<file path="config.mk">
export PLATFORM = sky130hd
export DESIGN_NAME = fifo_wptr_full
export DESIGN_NICKNAME = d
export VERILOG_FILES = /design/src/rtl/fifo_pkg.sv /design/src/rtl/fifo_sync_r2w.sv /design/src/rtl/fifo_wptr_full.sv
export SDC_FILE = /design/constraint.sdc
export NUM_CORES = 1
export LEC_CHECK = 0
export CAP_MARGIN = 20
export CORE_MARGIN = 2
export CORE_UTILIZATION = 28
export CTS_CLUSTER_DIAMETER = 150
export DETAILED_ROUTE_END_ITERATION = 8
export GPL_TIMING_DRIVEN = 0
export PLACE_DENSITY = 0.53
export SLEW_MARGIN = 30
export SYNTH_ARGS = -nofsm -noshare
export SYNTH_HDL_FRONTEND = slang
export SYNTH_SLANG_ARGS = --single-unit
</file>
<file path="constraint.sdc">
create_clock -name wclk -period 2.8 [get_ports wclk]
set_input_delay 0.56 -clock wclk [delete_from_list [all_inputs] [get_ports wclk]]
set_output_delay 0.56 -clock wclk [all_outputs]
set_load 0.02 [all_outputs]
</file>
<file path="src/rtl/fifo_pkg.sv">
// Shared definitions for the async FIFO: pointer code conversions and sizing.
package fifo_pkg;

    // Default address width used when a depth constant is needed outside a
    // parameterised module; modules derive their own depth from ASIZE.
    localparam int ASIZE_DEFAULT = 4;
    localparam int FIFO_DEPTH    = 1 << ASIZE_DEFAULT;

    // Widest pointer the helpers handle. Callers zero-extend narrower
    // pointers into this width and truncate the result back. Zero upper bits
    // leave both conversions exact for any narrower width.
    localparam int PTR_MAX_W = 32;

    typedef logic [PTR_MAX_W-1:0] ptr_wide_t;

    // Binary to reflected Gray code.
    function automatic ptr_wide_t bin2gray(input ptr_wide_t b);
        return b ^ (b >> 1);
    endfunction

    // Reflected Gray code to binary: each binary bit is the XOR of all Gray
    // bits at or above it.
    function automatic ptr_wide_t gray2bin(input ptr_wide_t g);
        ptr_wide_t b;
        b = '0;
        b[PTR_MAX_W-1] = g[PTR_MAX_W-1];
        for (int i = PTR_MAX_W - 2; i >= 0; i--) begin
            b[i] = b[i+1] ^ g[i];
        end
        return b;
    endfunction

endpackage

</file>
<file path="src/rtl/fifo_sync_r2w.sv">
// Multi-flop synchroniser for a Gray-coded pointer crossing into this clock.
// The same block serves the read side with the clocks swapped.
module fifo_sync_r2w #(
    parameter int WIDTH  = 5,
    parameter int STAGES = 2
) (
    input  logic             i_clk,
    input  logic             i_reset,
    input  logic [WIDTH-1:0] i_d,
    output logic [WIDTH-1:0] o_q
);

    // Stage 0 captures the asynchronous input; the last stage is the only
    // one consumed downstream.
    logic [STAGES-1:0][WIDTH-1:0] r_chain;

    // Shift the pointer through the flop chain; reset clears every stage.
    always_ff @(posedge i_clk) begin
        if (i_reset) begin
            r_chain <= '0;
        end else begin
            r_chain[0] <= i_d;
            for (int i = 1; i < STAGES; i++) begin
                r_chain[i] <= r_chain[i-1];
            end
        end
    end

    assign o_q = r_chain[STAGES-1];

endmodule

</file>
<file path="src/rtl/fifo_wptr_full.sv">
// Write-side pointer and status stage of the async FIFO. Owns the binary and
// Gray write pointers, drives the RAM write port, and derives full,
// almost-full, occupancy and sticky overflow from the synchronised read
// pointer.
//
// Producer interface: winc is a request, not a valid/ready pair. A write is
// accepted on a rising wclk edge exactly when winc=1 and wfull=0 at that
// edge; wr_en_ram shows that acceptance combinationally. A request while
// wfull=1 is dropped and recorded in woverflow.
module fifo_wptr_full
    import fifo_pkg::*;
#(
    parameter int ASIZE       = 4,
    parameter int AF_THRESH   = 12,
    parameter int SYNC_STAGES = 2
) (
    input  logic             wclk,
    input  logic             in_reset,
    input  logic             winc,
    input  logic [ASIZE:0]   rptr_gray,
    output logic             wr_en_ram,
    output logic [ASIZE-1:0] waddr,
    output logic [ASIZE:0]   wptr_gray,
    output logic             wfull,
    output logic             walmost_full,
    output logic [ASIZE:0]   wlevel,
    output logic             woverflow
);

    localparam int PTR_W = ASIZE + 1;
    localparam logic [PTR_W-1:0] AF_LEVEL = PTR_W'(AF_THRESH);

    // Registered state.
    logic [PTR_W-1:0] r_wbin;
    logic [PTR_W-1:0] r_wptr_gray;
    logic             r_wfull;
    logic             r_walmost_full;
    logic [PTR_W-1:0] r_wlevel;
    logic             r_woverflow;

    // Combinational next-state terms.
    logic [PTR_W-1:0] w_wq_rptr;
    logic [PTR_W-1:0] w_rbin_sync;
    logic             w_push;
    logic [PTR_W-1:0] w_wbin_next;
    logic [PTR_W-1:0] w_wgray_next;
    logic [PTR_W-1:0] w_full_gray;
    logic [PTR_W-1:0] w_level_next;
    logic             w_full_next;
    logic             w_af_next;
    logic             w_ovf_next;

    // Bring the read pointer into wclk through the shared synchroniser.
    fifo_sync_r2w #(
        .WIDTH  (PTR_W),
        .STAGES (SYNC_STAGES)
    ) u_sync_r2w (
        .i_clk   (wclk),
        .i_reset (in_reset),
        .i_d     (rptr_gray),
        .o_q     (w_wq_rptr)
    );

    // Pointer arithmetic and status terms for the coming edge. A write and a
    // read-pointer update seen on the same edge both land in w_level_next.
    always_comb begin
        w_rbin_sync  = PTR_W'(gray2bin(ptr_wide_t'(w_wq_rptr)));
        w_push       = winc & ~r_wfull;
        w_wbin_next  = r_wbin + PTR_W'(w_push);
        w_wgray_next = PTR_W'(bin2gray(ptr_wide_t'(w_wbin_next)));
        // Full when the writer is exactly one lap ahead: in Gray code that is
        // the read pointer with its two top bits inverted.
        w_full_gray  = {~w_wq_rptr[ASIZE:ASIZE-1], w_wq_rptr[ASIZE-2:0]};
        w_full_next  = (w_wgray_next == w_full_gray);
        // The synchronised read pointer lags the true one, so this level can
        // only over-report occupancy, never under-report it.
        w_level_next = w_wbin_next - w_rbin_sync;
        w_af_next    = (w_level_next >= AF_LEVEL);
        w_ovf_next   = r_woverflow | (winc & r_wfull);
    end

    // Pointer registers; wptr_gray comes straight from this flop so nothing
    // combinational sits on the clock-domain crossing.
    always_ff @(posedge wclk) begin
        if (in_reset) begin
            r_wbin      <= '0;
            r_wptr_gray <= '0;
        end else begin
            r_wbin      <= w_wbin_next;
            r_wptr_gray <= w_wgray_next;
        end
    end

    // Status registers: full, almost-full, occupancy and sticky overflow.
    always_ff @(posedge wclk) begin
        if (in_reset) begin
            r_wfull        <= 1'b0;
            r_walmost_full <= 1'b0;
            r_wlevel       <= '0;
            r_woverflow    <= 1'b0;
        end else begin
            r_wfull        <= w_full_next;
            r_walmost_full <= w_af_next;
            r_wlevel       <= w_level_next;
            r_woverflow    <= w_ovf_next;
        end
    end

    // The RAM write port follows the accepted request without a register
    // stage so the data written is the data presented with winc.
    assign wr_en_ram    = w_push;
    assign waddr        = r_wbin[ASIZE-1:0];
    assign wptr_gray    = r_wptr_gray;
    assign wfull        = r_wfull;
    assign walmost_full = r_walmost_full;
    assign wlevel       = r_wlevel;
    assign woverflow    = r_woverflow;

endmodule

</file>
Yosys cells after proc, flatten, opt, wreduce, memory -nomap -nowiden
Cells that the tools add are included.
{ "classes": {"n_reduce_logical": 0, "magnitude_cmp": 1, "multipliers": 0, "add_sub_neg": 2, "mux": 0, "bitwise": 10, "shifts": 0, "n_eq_ne": 1, "n_div": 0} }
{ "ops": {"columns": ["cell", "n"], "rows": [
  ["$add A5 B1 Y5", 1],
  ["$eq A5 B5 Y1", 1],
  ["$ge A5 B4 Y1 const B", 1],
  ["$sub A5 B5 Y5", 1],
  ["$xor A5 B4 Y5", 1],
  ["$xor A1 B1 Y1", 4],
  ["$and A1 B1 Y1", 2],
  ["$not A2 Y2", 1],
  ["$not A1 Y1", 1],
  ["$or A1 B1 Y1", 1]
]} }
{ "totals": {"regBits": 28, "mem_bits_rw": 0, "latch_bits": 0, "input_bits": 8, "rom_bits": 0, "out_inout_bits": 18, "wordCells": 22, "mem_count": 0} }

Longest topological paths before layout
Gate-level depths: netlist of run 1.
{ "depth": {"word_depth": 6, "mapped_depth": 11, "mapped_depth_nobuf": 11} }

By module
Synthesis of run 1 repeated with hierarchy kept, for this count alone.
{ "unflattened": {"hier_cells": 105, "area_unflattened_um2": 1149.9} }
{ "by_module_without_submodules": {"columns": ["mod", "seq_area_each_um2", "cells_each", "instances", "area_each_um2"], "rows": [
  ["fifo_wptr_full", 340.3, 80, 1, 849.6],
  ["fifo_sync_r2w", 200.2, 25, 1, 300.3]
]} }

Worst setup path before layout of run 1
Ideal clock, no wire load.
{ "synth_timing": {"kind": "input port to flip-flop", "startpoint": "input port winc", "endpoint": "register r_walmost_full (netlist: walmost_full)", "setup_slack_ns": -0.027, "required_time_ns": 2.686, "stages": 10, "arrival_ns": 2.713, "setup_time_ns": 0.114, "n_path_buf": 0, "cell_sequence": "nor2b_1 ha_1 ha_1 xor2_2 ha_1 nor2b_1 o21ai_0 a21o_1 a21oi_1 a21o_1"} }
{ "synth_via": {"elab_chain_len": 4} }
{ "synth_lines": {"columns": ["item", "line_no", "text"], "rows": [
  ["from (decl)", "fifo_wptr_full.sv:19", "input logic winc,"],
  ["$and A1 B1 Y1", "fifo_wptr_full.sv:68", "w_push = winc & ~r_wfull;"],
  ["$add A5 B1 Y5", "fifo_wptr_full.sv:69", "w_wbin_next = r_wbin + PTR_W'(w_push);"],
  ["via w_wbin_next[2]", "fifo_wptr_full.sv:45", "logic [PTR_W-1:0] w_wbin_next;"],
  ["$sub A5 B5 Y5", "fifo_wptr_full.sv:77", "w_level_next = w_wbin_next - w_rbin_sync;"],
  ["$ge A5 B4 Y1", "fifo_wptr_full.sv:78", "w_af_next = (w_level_next >= AF_LEVEL);"],
  ["to (signal assigned)", "fifo_wptr_full.sv:103", "r_walmost_full <= w_af_next;"],
  ["to (decl)", "fifo_wptr_full.sv:37", "logic r_walmost_full;"]
]} }
The timed path passes the listed nets, and every way through them passes these cells.
A chain may end at the register's enable or synchronous reset.

Worst setup path after layout of run 1
Ends and elaborated chain as after synthesis.

==> results_dict.tcl, run 1 <==
set metrics [dict create \
    status "complete, no violations" \
    place_hpwl_mm 1.49 \
    crit_top_cell "a21o_1" \
    cp_num_cells 11 \
    hold_class "flip-flop to flip-flop" \
    setup_tns_ps 0 \
    critPathMaxFanout 3 \
    final_nets 157 \
    die_area_um2 4500 \
    drc 0 \
    wl_per_cell_um 10.8 \
    crit_slowest_cell "clkdlybuf4s50_1" \
    vias 790 \
    cts_tree "done" \
    peakVddDrop_uv 324 \
    grt_util_all_layers_pct 10.2 \
    cts.sinks 27 \
    dr.pass1.iters 3 \
    drive_gt1_share_pct 9.22 \
    root_buffer "clkbuf_8" \
    wirelength_mm 2.04 \
    fin_crit_ps 2660 \
    required_ps 3020 \
    synth_top_area_share_pct 48.5 \
    tightest_slew_ps 457 \
    clk_pin_slew_ps 90 \
    synth_area_leaders "dfxtp_1, xnor2_1, nor2b_1, ha_1, xor2_1" \
    grt_max_degree 15 \
    dieHeight_um 67.1 \
    initial_core_util_pct 29.8 \
    worst_slack_ps 135 \
    grt_pass1_vias 777 \
    ctsHoldBuffers 0 \
    crit_path_start "winc" \
    grt_setup_unrepaired "false" \
    reg2reg_depth 11 \
    synthTopCellsByCount "dfxtp_1, nor2b_1, nor2_1, xnor2_1" \
    leakage_uw 0.000620 \
    fin_crit_sh_pct 95.2 \
    path_delay_family "adder cells" \
    syn_area_um2 1110 \
    grt_overflow 0 \
    num_rows 22 \
    n_antenna_cell 0 \
    antenna_found_initial 0 \
    synth_most_common_cell "dfxtp_1" \
    syn-instance-count 110 \
    first_iter_violations 37 \
    multi_input_area_um2 584 \
    viasPerCell 4.18 \
    syn2layout_area_growth_pct 36.6 \
    synth_nets 125 \
    timing.critical_path.from_type "primary input" \
    coreArea_um2 3740 \
    ant_nets 0 \
    synth_top_area_cell "dfxtp_1" \
    regToRegStartpoint "u_sync_r2w.o_q[3]" \
    synthArstFlopShare_pct 0 \
    finalSetupViolations 0 \
    synth.distinct_cells 23 \
    yosysSeqAreaShare_pct 48.5 \
    cap_violations 0 \
    syn_avg_cell_area_um2 10.1 \
    max_slew_margin_pct 69.6 \
    cp_slowest_stage_delay_ps 420 \
    path_cells "clkdlybuf4s50_1 > nor2b_2 > ha_2 > inv_1 > ha_1 > fa_1 > nor2b_1 > o21ai_1 > a21o_1 > a21oi_2 > a21o_1" \
    crit_path_end_kind "flip-flop" \
    place_congestion 0.716 \
    die_x_um 67.1 \
    synth_flop_cell "dfxtp_1" \
    htreeDepth 1 \
    cp_data_arrival_time_ps 2890 \
    synth-seq-cells 27 \
    r2r_end "walmost_full" \
    seq_area_um2 541 \
    fill_cells 380 \
    clockBufferDepth 2 \
    synth_edf_count 0 \
    portBuffers 24 \
    hold_viol 0 \
    finClkSkew_ps 3.14 \
    max_freq_mhz 375 \
    cp-endpoint "walmost_full" \
    setup.worst_path.class "primary input to flip-flop" \
    ios 26 \
    power.density_nw_per_um2 577 \
    cts_made_buffers 3 \
    crit_buf_inv 2 \
    grt_pass1_wl_mm 3.42 \
    ff2ff_setup_slack_ps 240 \
    clkLatencyLatePin_ps 270 \
    final-max-slew-violation-count 0 \
    place_ws_ps -462 \
    synth_warnings 0 \
]
[final cells by class]
| class | instances | area share [%] |
|---|---|---|
| buffer | 3 | 0.740 |
| tap | 48 | 3.94 |
| timing repair buffer | 27 | 17.3 |
| sequential | 27 | 35.5 |
| multi-input combinational | 75 | 38.4 |
| inverter | 5 | 1.23 |
| clock buffer | 4 | 2.96 |
[cells in the final DEF, fill, tap and decap left out, types with 3 or more instances in the layout]
| cell type | count |
|---|---|
| nand3_1 | 3 |
| buf_4 | 3 |
| xor2_1 | 6 |
| clkdlybuf4s50_1 | 24 |
| clkbuf_8 | 3 |
| ha_1 | 4 |
| clkbuf_1 | 4 |
| xnor2_1 | 11 |
| dfxtp_1 | 27 |
| nor2b_1 | 15 |
| inv_1 | 5 |
| nor2_1 | 12 |
| a21o_1 | 3 |
[kinds of logic (layout without fill, tap and decap cells)]
kind of cell | count (synthesis) | count (layout) | synth area share, %
and+or+nand+nor | 38 | 38 | 17.6
DFF | 27 | 27 | 48.5
xor gates and xnor gates | 19 | 19 | 15.6
AOI/OAI and AO/OA | 11 | 11 | 7.07
buffers and inverters | 8 | 39 | 2.69
adders and majority gates | 7 | 7 | 8.53
[worst reg2reg max path, delay by kind of cell (launching register included)]
kind / cells / cell delay (ps)
XOR/XNOR: 4 / 780
adder cells (fa/ha/maj): 2 / 640
flip-flops: 1 / 410
AND/OR/NAND/NOR: 1 / 160
AO/OA/AOI/OAI: 4 / 520
[layer usage]
metal  track usage, %  routed length (um)
met5                0                   0
met4             3.06                  22
met3             2.70                 118
met2             17.0                 953
met1             12.8                 948
[worst min path at each step]
stage	from	to	slack [ps]	cells after the start
floorplan	u_sync_r2w.r_chain[0]	u_sync_r2w.o_q[0]	410	1
finish	u_sync_r2w.r_chain[3]	u_sync_r2w.o_q[3]	450	1
CTS	u_sync_r2w.r_chain[0]	u_sync_r2w.o_q[0]	450	1
global placement	u_sync_r2w.r_chain[0]	u_sync_r2w.o_q[0]	420	1
global route	u_sync_r2w.r_chain[0]	u_sync_r2w.o_q[0]	460	1
detailed placement	u_sync_r2w.r_chain[0]	u_sync_r2w.o_q[0]	430	1
[state kept, by name, summed over array words and instances, names as in the netlist]
signal and flops:
u_sync_r2w.o_q 5, r_wbin 5, walmost_full 1, u_sync_r2w.r_chain 5, wlevel 5, wptr_gray 4
woverflow 1, wfull 1
[report_power, final]
part           total, uW  leakage, uW  internal (uW)  switching [uW]
Sequential           432     0.000222            418            14.1
Clock                219    0.0000228            102             117
Combinational        227     0.000375            117             111
[repair_timing]
action,in CTS,in global routing
resized for setup,3,4
setup buffers,0,3
endpoints found under the setup margin,2,2
pin swaps,0,2
[per-stage QoR]
stage | utilization [%] | hold WS, ps | instances | total power, uW | cell area, um^2
floorplan | - | 414 | 110 | 573 | 1120
global placement | 37.9 | 421 | 182 | 653 | 1420
detailed placement | 37.9 | 430 | 182 | 657 | 1420
CTS | 39.7 | 452 | 186 | 885 | 1490
global route | 40.7 | 459 | 189 | 927 | 1520
finish | 40.7 | 447 | 189 | 878 | 1520
No activity file was read; power rests on OpenSTA's default activity.
==> run 2, diff against run 1 <==
--- a/config.mk
+++ b/config.mk
@@ -6,12 +6,14 @@
 export NUM_CORES = 1
 export LEC_CHECK = 0
 export CAP_MARGIN = 20
+export CELL_PAD_IN_SITES_DETAIL_PLACEMENT = 1
+export CELL_PAD_IN_SITES_GLOBAL_PLACEMENT = 2
 export CORE_MARGIN = 2
 export CORE_UTILIZATION = 28
 export CTS_CLUSTER_DIAMETER = 150
 export DETAILED_ROUTE_END_ITERATION = 8
 export GPL_TIMING_DRIVEN = 0
-export PLACE_DENSITY = 0.53
+export PLACE_DENSITY = 0.76
 export SLEW_MARGIN = 30
 export SYNTH_ARGS = -nofsm -noshare
 export SYNTH_HDL_FRONTEND = slang
==> results_dict.tcl, run 2 (same netlist as run 1, synthesis figures left out) <==
set metrics [dict create \
    n_antenna_cell 0 \
    first_iter_violations 44 \
    fin_area_um2 1570 \
    clockPowerShare_pct 24.5 \
    dieHeight_um 67.1 \
    multi_input_area_um2 619 \
    place_hpwl_mm 1.74 \
    r2r_end "walmost_full" \
    regToRegStartpoint "u_sync_r2w.o_q[4]" \
    cts_tree "done" \
    final_nets 158 \
    portBuffers 24 \
    seq_area_um2 541 \
    layout_commonest_cell "dfxtp_1" \
    die_x_um 67.1 \
    finClkSkew_ps 2.18 \
    most-common-layout-cells "dfxtp_1, clkdlybuf4s50_1, nor2b_1" \
    vias 841 \
    die_area_um2 4500 \
    fin_crit_ps 2620 \
    root_buffer "clkbuf_8" \
    ff2ff_setup_slack_ps 270 \
    grt_max_degree 16 \
    cts_made_buffers 3 \
    ctsHoldBuffers 0 \
    clkLatencyLatePin_ps 270 \
    fill_cells 438 \
    syn2layout_area_growth_pct 40.5 \
    wirelength_mm 2.33 \
    dr.pass1.iters 3 \
    drc 0 \
    clockBufferDepth 2 \
    grt_overflow 0 \
    reg2reg_depth 11 \
    power.switching_uw 256 \
    setup_tns_ps 0 \
    coreArea_um2 3740 \
    cp_data_arrival_time_ps 2790 \
    ant_nets 0 \
    timing.critical_path.from_type "primary input" \
    leakage_uw 0.000642 \
    drive_gt1_share_pct 14.1 \
    hold_viol 0 \
    cp-endpoint "walmost_full" \
    fin_crit_sh_pct 93.6 \
    antenna_found_initial 0 \
    final-max-slew-violation-count 0 \
    max_freq_mhz 382 \
    finalSetupViolations 0 \
    max_slew_margin_pct 69.1 \
    p_comb_share_pct 27.6 \
    placed_area_um2 1420 \
    cap_violations 0 \
    critPathMaxFanout 5 \
    intPower_uw 648 \
    power.density_nw_per_um2 577 \
    ios 26 \
    required_ps 2970 \
    initial_core_util_pct 29.8 \
    num_rows 22 \
    cts.sinks 27 \
    clk_pin_slew_ps 90 \
    crit_path_start "winc" \
    viasPerCell 4.43 \
    peakVddDrop_uv 257 \
    status "complete, no violations" \
    setup.worst_path.class "primary input to flip-flop" \
    grt_pass1_wl_mm 4.04 \
    swShare_pct 28.3 \
    grt_util_all_layers_pct 11.9 \
    hold_class "flip-flop to flip-flop" \
    crit_path_end_kind "flip-flop" \
    grt_pass1_vias 898 \
    seqPwrFrac_pct 47.9 \
    wl_per_cell_um 12.3 \
    htreeDepth 1 \
    tightest_slew_ps 464 \
    place_congestion 0.765 \
]
run 2: per-stage QoR:
stage                     utilization, %  hold slack (ps)  worst slack [ps]  power, uW  std cells
after global routing                41.8              473            -0.680        962        190
after floorplan                        -              414               117        573        110
after global placement              37.9              419              -455        654        182
final                               41.8              447               180        904        190
after CTS                           40.5              457              27.7        903        189
after detailed placement            37.9              434              -550        661        182
run 2: worst min-delay path by stage:
stage | start | end | slack (ps) | cells past startpoint
2_1_floorplan | u_sync_r2w.r_chain[0] | u_sync_r2w.o_q[0] | 410 | 1
3_3_place_gp | u_sync_r2w.r_chain[0] | u_sync_r2w.o_q[0] | 420 | 1
3_5_place_dp | u_sync_r2w.r_chain[0] | u_sync_r2w.o_q[0] | 430 | 1
4_1_cts | u_sync_r2w.r_chain[1] | u_sync_r2w.o_q[1] | 460 | 1
5_1_grt | u_sync_r2w.r_chain[2] | u_sync_r2w.o_q[2] | 470 | 1
6_report | u_sync_r2w.r_chain[1] | u_sync_r2w.o_q[1] | 450 | 1
run 2: routing by layer:
layer | global-route usage (%) | wire length [um] | vias up
met5 | 0 | 0 | -
met4 | 3.06 | 6 | 0
met3 | 3.21 | 139 | 2
met2 | 20.8 | 1160 | 25
met1 | 14.3 | 1030 | 399
li1 | - | - | 415
run 2: final cells by class:
type	instances	area share, %
tap	48	3.83
inverter	5	1.20
timing repair buffer	28	17.3
buffer	3	0.719
clock buffer	3	2.64
clock inverter	1	0.319
sequential	27	34.5
multi-input combinational	75	39.5
run 2: timing repair:
action                     CTS  global route
setup buffers                3             1
setup endpoints to repair    2             2
cloned                       0             0
pin swaps                    0             1
gates resized for setup      5             8
run 2: power groups by stage:
stage	logic, uW	clock network [uW]	registers [uW]
after floorplan	101	0	472
after global placement	216	0	438
after detailed placement	221	0	439
after CTS	241	231	432
after global routing	277	248	437
final	250	222	433
run 2: critical path, cell delays in order:
cell and delay (ps):
clkdlybuf4s50_1 480, nor2b_2 210, ha_4 180, ha_4 190
xor2_4 180, ha_1 270, nor2b_2 170, o21ai_1 160
a21o_1 150, a21oi_2 60, a21o_1 160
==> patch 1: new RTL, settings of run 2 <==
Register the output `wlevel` once more, cleared by the reset; this adds one clock of latency there. The other outputs are not delayed to match.
--- a/src/rtl/fifo_wptr_full.sv
+++ b/src/rtl/fifo_wptr_full.sv
@@ -113,7 +113,13 @@
     assign wptr_gray    = r_wptr_gray;
     assign wfull        = r_wfull;
     assign walmost_full = r_walmost_full;
-    assign wlevel       = r_wlevel;
+    always_ff @(posedge wclk) begin
+        if (in_reset) begin
+            wlevel <= '0;
+        end else begin
+            wlevel <= r_wlevel;
+        end
+    end
     assign woverflow    = r_woverflow;
 
 endmodule
Check against the original RTL: not equivalent (a bounded check fails within 4 cycles, from zero or initial values and one cycle with in_reset high).
==> patch 1 against run 2 <==
  * Power increased by 22%
  * Sequential cell count up 5
  * Fmax about the same
  * Critical path depth fell by 1
  * Clock power increased by 61%
  * Sequential share of layout area up 3.6 points
  * Die area grew 6.0%
  * Clock skew increased by 0.0041 ns
  * Routed wire length hardly changed
  * Design area up 7.3%
  * Sequential power grew 18%
  * Synthesized area grew 6.4%
  * Setup slack gained 0.0019 ns
==> patch 1: results (changes against run 2) <==
yosysSeqAreaShare: 0.5401  # +0.05524
cts_resized: 2  # -3
finalClockSkew_ns: 0.006246  # +0.004065 ns
dp_slack_ns: -0.3798  # +0.1702 ns
p_clk_mw: 0.358  # +61%
arrival_ns: 2.78  # about the same
synth_xor_area_frac: 0.1540  # -0.001996
gp_congestion: 0.7930  # +3.7%
synth_fa_ha_area_frac: 0.08017  # -0.005129
use_met3: 0.04971  # +0.01761
synth_common_cells: "dfxtp_1, nor2b_1, nor2_1"
worstSkewPairLatency_ns: 0.29  # +0.02 ns
dr.pass1.iters: 2  # -1
synth_compound_area_frac: 0.03692  # -0.03379
status: "complete, no violations"
route.met2.wl_um: 1213  # +4.5%
cts-buffers-inserted: 5  # +2
vdd_drop_max_v: 0.0002534  # -1.3%
powerSeq_mw: 0.513  # +18%
yosys-top-cells-area: "dfxtp_1, nor2b_1, xnor2_1"
post_cts_buffers: 2  # -1
path_max_fanout: 4  # -1
post_dp_cell_area_um2: 1499  # +5.7%
met2_usage: 0.1891  # -0.01882
dr_total_vias: 837  # -0.48%
total_power_mw: 1.099  # +22%
synth_cell_types: 16  # -30%
drt-met1-wl_um: 925  # -9.8%
postSynthAreaPerCell_um2: 10.69  # +5.4%
final_cells: 199  # +4.7%
[patch 1: cell types whose count changed after synthesis, sizes merged, moves of 2 or more]
cell          run 2  this run
dfxtp            27        32
nand2             2         0
nor2b            16        18
nor3              2         0
[patch 1: layout make-up]
type / count / area (µm²) / area share
Timing Repair Buffer: 30 / 287.8 / 0.1711
Inverter: 6 / 22.52 / 0.01339
Tap cell: 50 / 62.56 / 0.03720
Multi-Input combinational cell: 70 / 564.3 / 0.3356
Buffer: 3 / 11.26 / 0.006696
Sequential cell: 32 / 640.6 / 0.3810
Clock buffer: 6 / 82.58 / 0.04911
Clock inverter: 2 / 10.01 / 0.005952
[patch 1: worst paths after layout]
path / cells past startpoint / to / slack [ns]
max: 10 / walmost_full / 0.18
min reg2reg: 1 / wlevel[4] / 0.44
max reg2reg: 11 / walmost_full / 0.23
min: 1 / wlevel[4] / 0.44
==> patch 2: new RTL, settings of run 2 <==
Without the edit above. Change the parameter `AF_THRESH` from 12 to 8.
--- a/src/rtl/fifo_wptr_full.sv
+++ b/src/rtl/fifo_wptr_full.sv
@@ -11,7 +11,7 @@
     import fifo_pkg::*;
 #(
     parameter int ASIZE       = 4,
-    parameter int AF_THRESH   = 12,
+    parameter int AF_THRESH   = 8,
     parameter int SYNC_STAGES = 2
 ) (
     input  logic             wclk,
Formal check against the unedited RTL: not equivalent (Yosys sat finds a counterexample within 4 cycles, from zero or initial values and one cycle with in_reset high).
==> patch 2 against run 2 <==
  * Setup slack worse by 0.070 ns
  * Hold slack worse by 0.00053 ns
  * Clock power up 7%
  * Design area up 2.0%
  * Routed wire length up 1.2%
  * Synthesized area up 0.34%
  * Critical path depth unchanged
  * Synthesized cell count down 2.7%
  * Power up 1.4%
  * Sequential power down 0.9%
  * Sequential cell count unchanged
==> patch 2: results (changes against run 2) <==
grt_max_degree: 17  # +1
finalClockSkew_ns: 0.007658  # +0.005477 ns
vdd_drop_max_v: 0.0002108  # -18%
initial_utilization: 0.2988  # +0.001003
path_max_fanout: 4  # -1
cts-root-buf: "clkbuf_8"
hp-class: "flip-flop to flip-flop"
reg2reg_depth: 10  # -1
yosysSeqAreaShare: 0.4832  # -0.001627
synth_cell_types: 26  # +13%
status: "complete, no violations"
track_usage: 0.1181  # -0.0008281
worstSkewPairLatency_ns: 0.28
leakage_nw: 0.6204  # -3.3%
grt_pass1_vias: 888  # -1.1%
p_int_mw: 0.6474  # -0.13%
numPortBuffers: 25  # +4.2%
dp_hpwl_um: 1701  # -2.2%
routed_wirelength_um: 2361  # +1.2%
synth_nets: 122  # -2.4%
yosys-top-cells-area: "dfxtp_1, xnor2_1, ha_1"
cp-startpoint: "winc"
drt_iter0_drc: 17  # -61%
clk_pin_slew_ns: 0.10
drive_above_1_share: 0.1799  # +0.03901
slowest_stage: "or4_4"
drt-vias-per-instance: 4.449  # +0.52%
worst_pin_slew_ns: 0.5261  # +0.06242 ns
nNetsFinal: 155  # -1.9%
slowest_delay_ns: 0.52  # +0.04 ns
worstSetupEndpoint: "walmost_full"
synth_top_flop_cell: "dfxtp_1"
r2r_start: "u_sync_r2w.o_q[4]"
grt_pass1_wl_um: 3946  # -2.2%
cts-buffers-inserted: 3  # unchanged
fillers: 440  # +0.46%
synth_common_cells: "dfxtp_1, nor2_1, nor2b_1"
crit_family: "simple AND/OR/NAND/NOR gates"
yosys_warnings: 0  # unchanged
arrival_ns: 2.90  # +0.11 ns
gp_congestion: 0.7448  # -2.6%
dr.pass1.iters: 2  # -1
insertedDiodeCount: 0  # unchanged
ff2ff_setup_slack_ns: 0.22  # -0.05 ns
## patch 2: changes by cell type in the layout (fill, tap and decap cells not counted), moves of 2 or more
cell,run 2,this run
or3_1,0,2
ha_2,0,2
nor2b_1,14,11
a21o_1,3,1
ha_1,4,2
xor2_1,5,3
xnor2_2,2,0
## patch 2: kinds of logic after synthesis
logic type / after synthesis / synth area share
AO/OA/AOI/OAI: 8 / 0.04474
adder cells (fa/ha/maj): 7 / 0.08501
buffers and inverters: 7 / 0.02349
flip-flops: 27 / 0.4832
XOR/XNOR: 19 / 0.1756
AND/OR/NAND/NOR: 39 / 0.1879
## patch 2: layout make-up
type	instances	area, µm²	share of cell area
Multi-Input combinational cell	73	649.4	0.4064
Sequential cell	27	540.5	0.3383
Timing Repair Buffer	28	272.8	0.1707
Tap cell	48	60.06	0.03759
Clock buffer	3	41.29	0.02584
Inverter	5	18.77	0.01175
Clock inverter	1	7.507	0.004699
Buffer	2	7.507	0.004699
## patch 2: power groups by stage
stage          registers, mW  logic, mW  clock network (mW)
2_1_floorplan          0.469      0.106                   0
3_3_place_gp           0.435      0.222                   0
3_5_place_dp           0.437      0.224                   0
4_1_cts                0.429      0.235               0.240
5_1_grt                0.433      0.275               0.260
6_report               0.429      0.251               0.237
## patch 2: per-layer routing
metal | share of wire | track usage
met1 | 0.42 | 0.1356
met2 | 0.52 | 0.2116
met4 | 0.012 | 0.05102
met3 | 0.046 | 0.02333
met5 | 0 | 0
## patch 2: worst min path at each step
stage	from	endpoint	slack, ns	cells after the start
after floorplan	u_sync_r2w.r_chain[0]	u_sync_r2w.o_q[0]	0.41	1
after detailed placement	u_sync_r2w.r_chain[4]	u_sync_r2w.o_q[4]	0.43	1
after global routing	u_sync_r2w.r_chain[4]	u_sync_r2w.o_q[4]	0.46	1
after global placement	u_sync_r2w.r_chain[0]	u_sync_r2w.o_q[0]	0.42	1
final	u_sync_r2w.r_chain[4]	u_sync_r2w.o_q[4]	0.45	1
after CTS	u_sync_r2w.r_chain[4]	u_sync_r2w.o_q[4]	0.45	1
## patch 2: timing repair
item                       CTS  global route
setup endpoints to repair    2             4
setup buffers                1             2
pin swaps                    1             6
resized for setup           10             6
## patch 2: per-stage QoR
stage	hold slack (ns)	worst slack, ns	std cells	cell area, µm²	setup TNS [ns]
2_1_floorplan	0.4138	0.08968	107	1121	0
3_3_place_gp	0.4221	-0.4258	180	1431	-1.244
3_5_place_dp	0.4266	-0.4744	180	1431	-1.401
4_1_cts	0.4518	0.001746	185	1545	0
5_1_grt	0.4620	0.01385	187	1598	0
6_report	0.4467	0.1102	187	1598	0
